===== src/rtl/clk_div_prog.sv =====
// Programmable integer clock divider with exact 50% duty for odd and even ratios.
// New ratios are staged as pending and take effect only on a period boundary.
module clk_div_prog #(
    parameter int W       = 8,
    parameter int DEF_DIV = 9
) (
    input  logic         clk,
    input  logic         rst,
    input  logic         en,
    input  logic [W-1:0] div_val,
    input  logic         div_load,
    output logic         div_pend,
    output logic         div_err,
    output logic         clk_div,
    output logic         tick
);

    localparam logic [W-1:0] DEF_N = W'(DEF_DIV);
    localparam logic [W-1:0] ONE   = W'(1);

    logic [W-1:0] r_cnt;
    logic [W-1:0] r_n_act;
    logic [W-1:0] r_pend_val;
    logic         r_pend;
    logic         r_err;
    logic         r_run;
    logic         r_p;
    logic         r_n;
    logic         r_tick;

    logic [W-1:0] w_cnt_nxt;
    logic [W-1:0] w_n_nxt;
    logic [W-1:0] w_half;
    logic         w_bound;
    logic         w_load_ok;

    // A period boundary is any edge whose next count is 0: wrap, restart after idle, or idle.
    always_comb begin
        w_load_ok = div_load && (div_val > ONE);
        w_cnt_nxt = '0;
        if (en && r_run && (r_cnt != (r_n_act - ONE))) begin
            w_cnt_nxt = r_cnt + ONE;
        end
        w_bound = (w_cnt_nxt == '0);
        w_n_nxt = (w_bound && r_pend) ? r_pend_val : r_n_act;
        w_half  = w_n_nxt >> 1;
    end

    always_ff @(posedge clk) begin
        if (rst) begin
            r_cnt      <= '0;
            r_n_act    <= DEF_N;
            r_pend_val <= '0;
            r_pend     <= 1'b0;
            r_err      <= 1'b0;
            r_run      <= 1'b0;
            r_p        <= 1'b0;
            r_tick     <= 1'b0;
        end else begin
            r_cnt   <= w_cnt_nxt;
            r_n_act <= w_n_nxt;
            r_run   <= en;
            r_err   <= div_load && !w_load_ok;
            r_p     <= en && (w_cnt_nxt < w_half);
            r_tick  <= en && w_bound;
            // A load on the boundary edge is staged for the following boundary.
            if (w_load_ok) begin
                r_pend_val <= div_val;
                r_pend     <= 1'b1;
            end else if (w_bound) begin
                r_pend <= 1'b0;
            end
        end
    end

    // Half-cycle extension of the high phase, only meaningful for odd ratios.
    always_ff @(negedge clk) begin
        if (rst) begin
            r_n <= 1'b0;
        end else begin
            r_n <= r_p & r_n_act[0];
        end
    end

    assign clk_div  = r_p | r_n;
    assign tick     = r_tick;
    assign div_pend = r_pend;
    assign div_err  = r_err;

endmodule


===== config.mk =====
export PLATFORM = sky130hd
export DESIGN_NAME = clk_div_prog
export DESIGN_NICKNAME = d
export VERILOG_FILES = /design/src/rtl/clk_div_prog.sv
export SDC_FILE = /design/constraint.sdc
export NUM_CORES = 1
export LEC_CHECK = 0
export ABC_AREA = 1
export CORE_ASPECT_RATIO = 1.2
export CORE_MARGIN = 1
export CORE_UTILIZATION = 38
export CTS_CLUSTER_DIAMETER = 30
export DETAILED_ROUTE_END_ITERATION = 6
export SLEW_MARGIN = 20
export SYNTH_ARGS = -nofsm -noshare
export SYNTH_HDL_FRONTEND = slang
export SYNTH_SLANG_ARGS = --single-unit

===== constraint.sdc =====
create_clock -name clk -period 2.8 [get_ports clk]
set_input_delay 0.56 -clock clk [delete_from_list [all_inputs] [get_ports clk]]
set_output_delay 0.56 -clock clk [all_outputs]
set_load 0.01 [all_outputs]

## After elaboration in Yosys (flattened, before gate mapping)

Cells that the tools add are included.

| word-level totals | value |
|---|---|
| register bits after elaboration | 30 |
| latch bits | 0 |
| bits in writable memories | 0 |
| bits in read-only memories | 0 |
| input port bits | 12 |
| output and inout bits | 4 |
| logic and storage cells | 31 |
| memories kept | 0 |

| operators by class | value |
|---|---|
| $add $sub $neg | 2 |
| multiply operators | 0 |
| divide/modulo/power cells | 0 |
| magnitude comparators | 2 |
| equality and inequality tests | 1 |
| shift-type cells | 0 |
| multiplexer cells | 4 |
| bitwise operators | 2 |
| reductions and logical operators | 10 |

Operators with widths:

| cell | number |
|---|---|
| $mux 8 | 2 |
| $add 8x1->8 const B | 1 |
| $gt 8x1->1 const B | 1 |
| $logic_not 8->1 | 1 |
| $lt 8x7->1 | 1 |
| $ne 8x8->1 | 1 |
| $sub 8x1->8 const B | 1 |
| $logic_and 1x1->1 | 7 |
| $mux 1 | 2 |
| $reduce_bool 2->1 | 1 |
| $and 1x1->1 | 1 |
| $logic_not 1->1 | 1 |
| $or 1x1->1 | 1 |

## Depth between registers and ports, before layout

| depth | value |
|---|---|
| word-level depth | 9 |
| mapped depth | 23 |

==> out/qor.yml <==
worst_setup_path:
  crit_chain: "or2_4 > buf_6"
  critical_path_arrival_ns: 2.35
  start_kind: "register"
  end_kind: "output port"
  crit_buf_inv: 1
  r2r-start: "r_n_act[0]$_SDFFE_PP1N_"
  reg2reg_depth: 21
  cp.depth: 2
  cp.required_ns: 2.24
  reg2reg_to: "r_p$_SDFF_PP0_"
  slowest_delay_ns: 0.28
  endpoint: "clk_div"
  crit_type: "register to output port"
  crit_fanout: 1
  cp-startpoint: "r_n$_SDFF_NP0_"
  crit_slowest_cell: "dfxtp_1"
  rrSetupSlack_ns: 0.12
  cp_top_family: "flip-flops"
place:
  io_buffers: 15
  gp_congestion: 0.8255
  hpwl_um: 3268
route:
  drc: 0
  route.detailed.wl_per_inst_um: 11.56
  drt_first_pass_iters: 4
  ant_nets: 0
  vias: 1708
  wl_um: 4082
  vias_per_cell: 4.839
  drt_iter0_drc: 52
sta:
  setup_viol: 1
  layout_setup_ws_ns: -0.1119
  rsz0062_at_grt: "true"
  tightest_slew_ns: 0.5383
  finClkSkew_ns: 0.05300
  timing.slew.headroom_pct: 63.65
  tns_ns: -0.1119
  slew_viol_final: 0
  hold_violations: 0
floorplanning:
  io_pins: 16
  rows: 26
  die_w_um: 63.96
  start_util_pct: 40.46
  die-area_um2: 4883
  dieHeight_um: 76.35
  core_um2: 4327
clocking:
  max-clock-path-buffers: 2
  clock-sinks: 30
  clk_pin_slew_ns: 0.06
  insertion_delay_ns: 0.33
  root_buffer: "clkbuf_8"
  cts_tree: "done"
  numCtsBuffers: 5
  htree_levels: 2
hold_path:
  holdCritPathClass: "register to register"
cells_and_area:
  antennaDiodeCount: 0
  final_common_cell: "nand2_1"
  fin_util_pct: 49.88
  mostFrequentLayoutCells: "nand2_1 (60), nor2_1 (48), inv_1 (36), dfxtp_1 (29), nand3_1 (20)"
  layout.nets: 316
  area_growth_pct: 23.30
  drive_above_1_share_pct: 12.79
global_routing:
  grt_max_degree: 23
  grt.overflow.total: 0
  grtUsageTotal_pct: 17.82
  grt_pass1_vias: 1585
  busiest_layer: "met2"
  grtUsageMet1_pct: 18.43
  grt_pass1_wl_um: 6658
  use_met2_pct: 31.81
  antenna_found_initial: 0
  grt_util_met3_pct: 3.443
synthesis:
  syn_nets: 284
  yosysSeqAreaShare_pct: 34.31
  synth_cells: 264
  avgSynthCellArea_um2: 6.630
  synth-edff-count: 0
  async_flop_share_pct: 0
  synth-main-ff-cell: "dfxtp_1"
  mappedNetlistArea_um2: 1750
  yosys_warnings: 0
  yosysUniqueCellTypes: 29
  yosys_register_bits: 30
run:
  drv_cap: 0
pwr:
  ir_drop_uv: 360.0
  power.total_uw: 977.5
  p_per_area_nw_per_um2: 452.9
  p_leak_nw: 1.070
status:
  status: "complete, but fails checks"
  violations: "negative setup slack"
worst min path at each step:
stage,slack [ns],cells past startpoint,from,end
after floorplan,0.43,2,r_pend_val[1]$_SDFFE_PP0P_,r_pend_val[1]$_SDFFE_PP0P_
after CTS,0.46,2,r_pend_val[1]$_SDFFE_PP0P_,r_pend_val[1]$_SDFFE_PP0P_
after detailed placement,0.46,2,r_pend_val[1]$_SDFFE_PP0P_,r_pend_val[1]$_SDFFE_PP0P_
after global routing,0.49,2,r_pend_val[1]$_SDFFE_PP0P_,r_pend_val[1]$_SDFFE_PP0P_
after global placement,0.45,2,r_pend_val[4]$_SDFFE_PP0P_,r_pend_val[4]$_SDFFE_PP0P_
final,0.46,2,r_pend_val[1]$_SDFFE_PP0P_,r_pend_val[1]$_SDFFE_PP0P_
Yosys cell counts (3+ instances only):
library cell | number | area (um^2)
nand3_1 | 20 | 100.1
nor2_1 | 48 | 180.2
nor3_1 | 6 | 30.03
o21ai_0 | 10 | 50.05
o21ai_1 | 4 | 20.02
ha_1 | 8 | 100.1
mux2i_1 | 3 | 30.03
xnor2_1 | 3 | 26.28
inv_1 | 36 | 135.1
xor2_1 | 4 | 35.03
nand2_1 | 60 | 225.2
inv_2 | 4 | 15.01
o211ai_1 | 4 | 30.03
dfxtp_1 | 30 | 600.6
a21oi_1 | 5 | 25.02
registers in the layout, summed over array words and instances (netlist names):
register,flops
r_cnt,8
r_n_act,8
r_pend_val,8
div_err,1
div_pend,1
r_n,1
r_p,1
r_run,1
tick,1
stage by stage:
step | instances | setup slack [ns] | hold WS [ns] | area, um^2
2_1_floorplan | 264 | 0.1950 | 0.4295 | 1750
3_3_place_gp | 343 | -0.1628 | 0.4520 | 2034
3_5_place_dp | 343 | -0.1634 | 0.4558 | 2034
4_1_cts | 351 | -0.1201 | 0.4647 | 2127
5_1_grt | 353 | -0.1507 | 0.4945 | 2158
6_report | 353 | -0.1119 | 0.4593 | 2158
where the power goes:
group / leakage [nW] / internal, mW / switching (mW)
clock: 0.0479 / 0.172 / 0.159
combinational: 0.777 / 0.0837 / 0.101
sequential: 0.246 / 0.447 / 0.0156
total: 1.07 / 0.703 / 0.275
worst min-delay path, delay by kind of cell (launching register included):
kind / cells / cell delay, ns
compound gates: 1 / 0.06
buf+inv: 1 / 0.06
flops: 1 / 0.30
timing repair:
item / in CTS / in global routing
gates resized for setup: 7 / 7
hold buffers: 0 / 0
buffers inserted: 0 / 2
pin swaps: 1 / 0
endpoints found under the setup margin: 2 / 2
endpoints found under the hold margin: 0 / 0
cell type report:
type / count / area (um^2)
clock buffer: 6 / 72.57
clock inverter: 3 / 12.51
fill: 466 / 2168
inverter: 41 / 153.9
multi-input combinational: 189 / 994.7
sequential: 30 / 601.8
tap: 56 / 70.07
timing repair buffer: 28 / 252.7
cell families after synthesis:
| family | Yosys count | share of synthesized area, % |
|---|---|---|
| adders and majority gates | 8 | 5.719 |
| buffers and inverters | 45 | 10.08 |
| AOI/OAI and AO/OA | 28 | 10.08 |
| xor gates and xnor gates | 7 | 3.503 |
| muxes | 3 | 1.716 |
| and+or+nand+nor | 143 | 34.60 |
| DFF | 30 | 34.31 |
routing by layer:
layer  routed length, um  up-vias  share of wire [%]
met3                 143       17                3.5
li1                    -      900                  -
met1                1679      758                 41
met5                   0        -                  0
met4                 161        0                3.9
met2                2097       33                 51
Note: power is estimated with default switching activity, not from simulation.
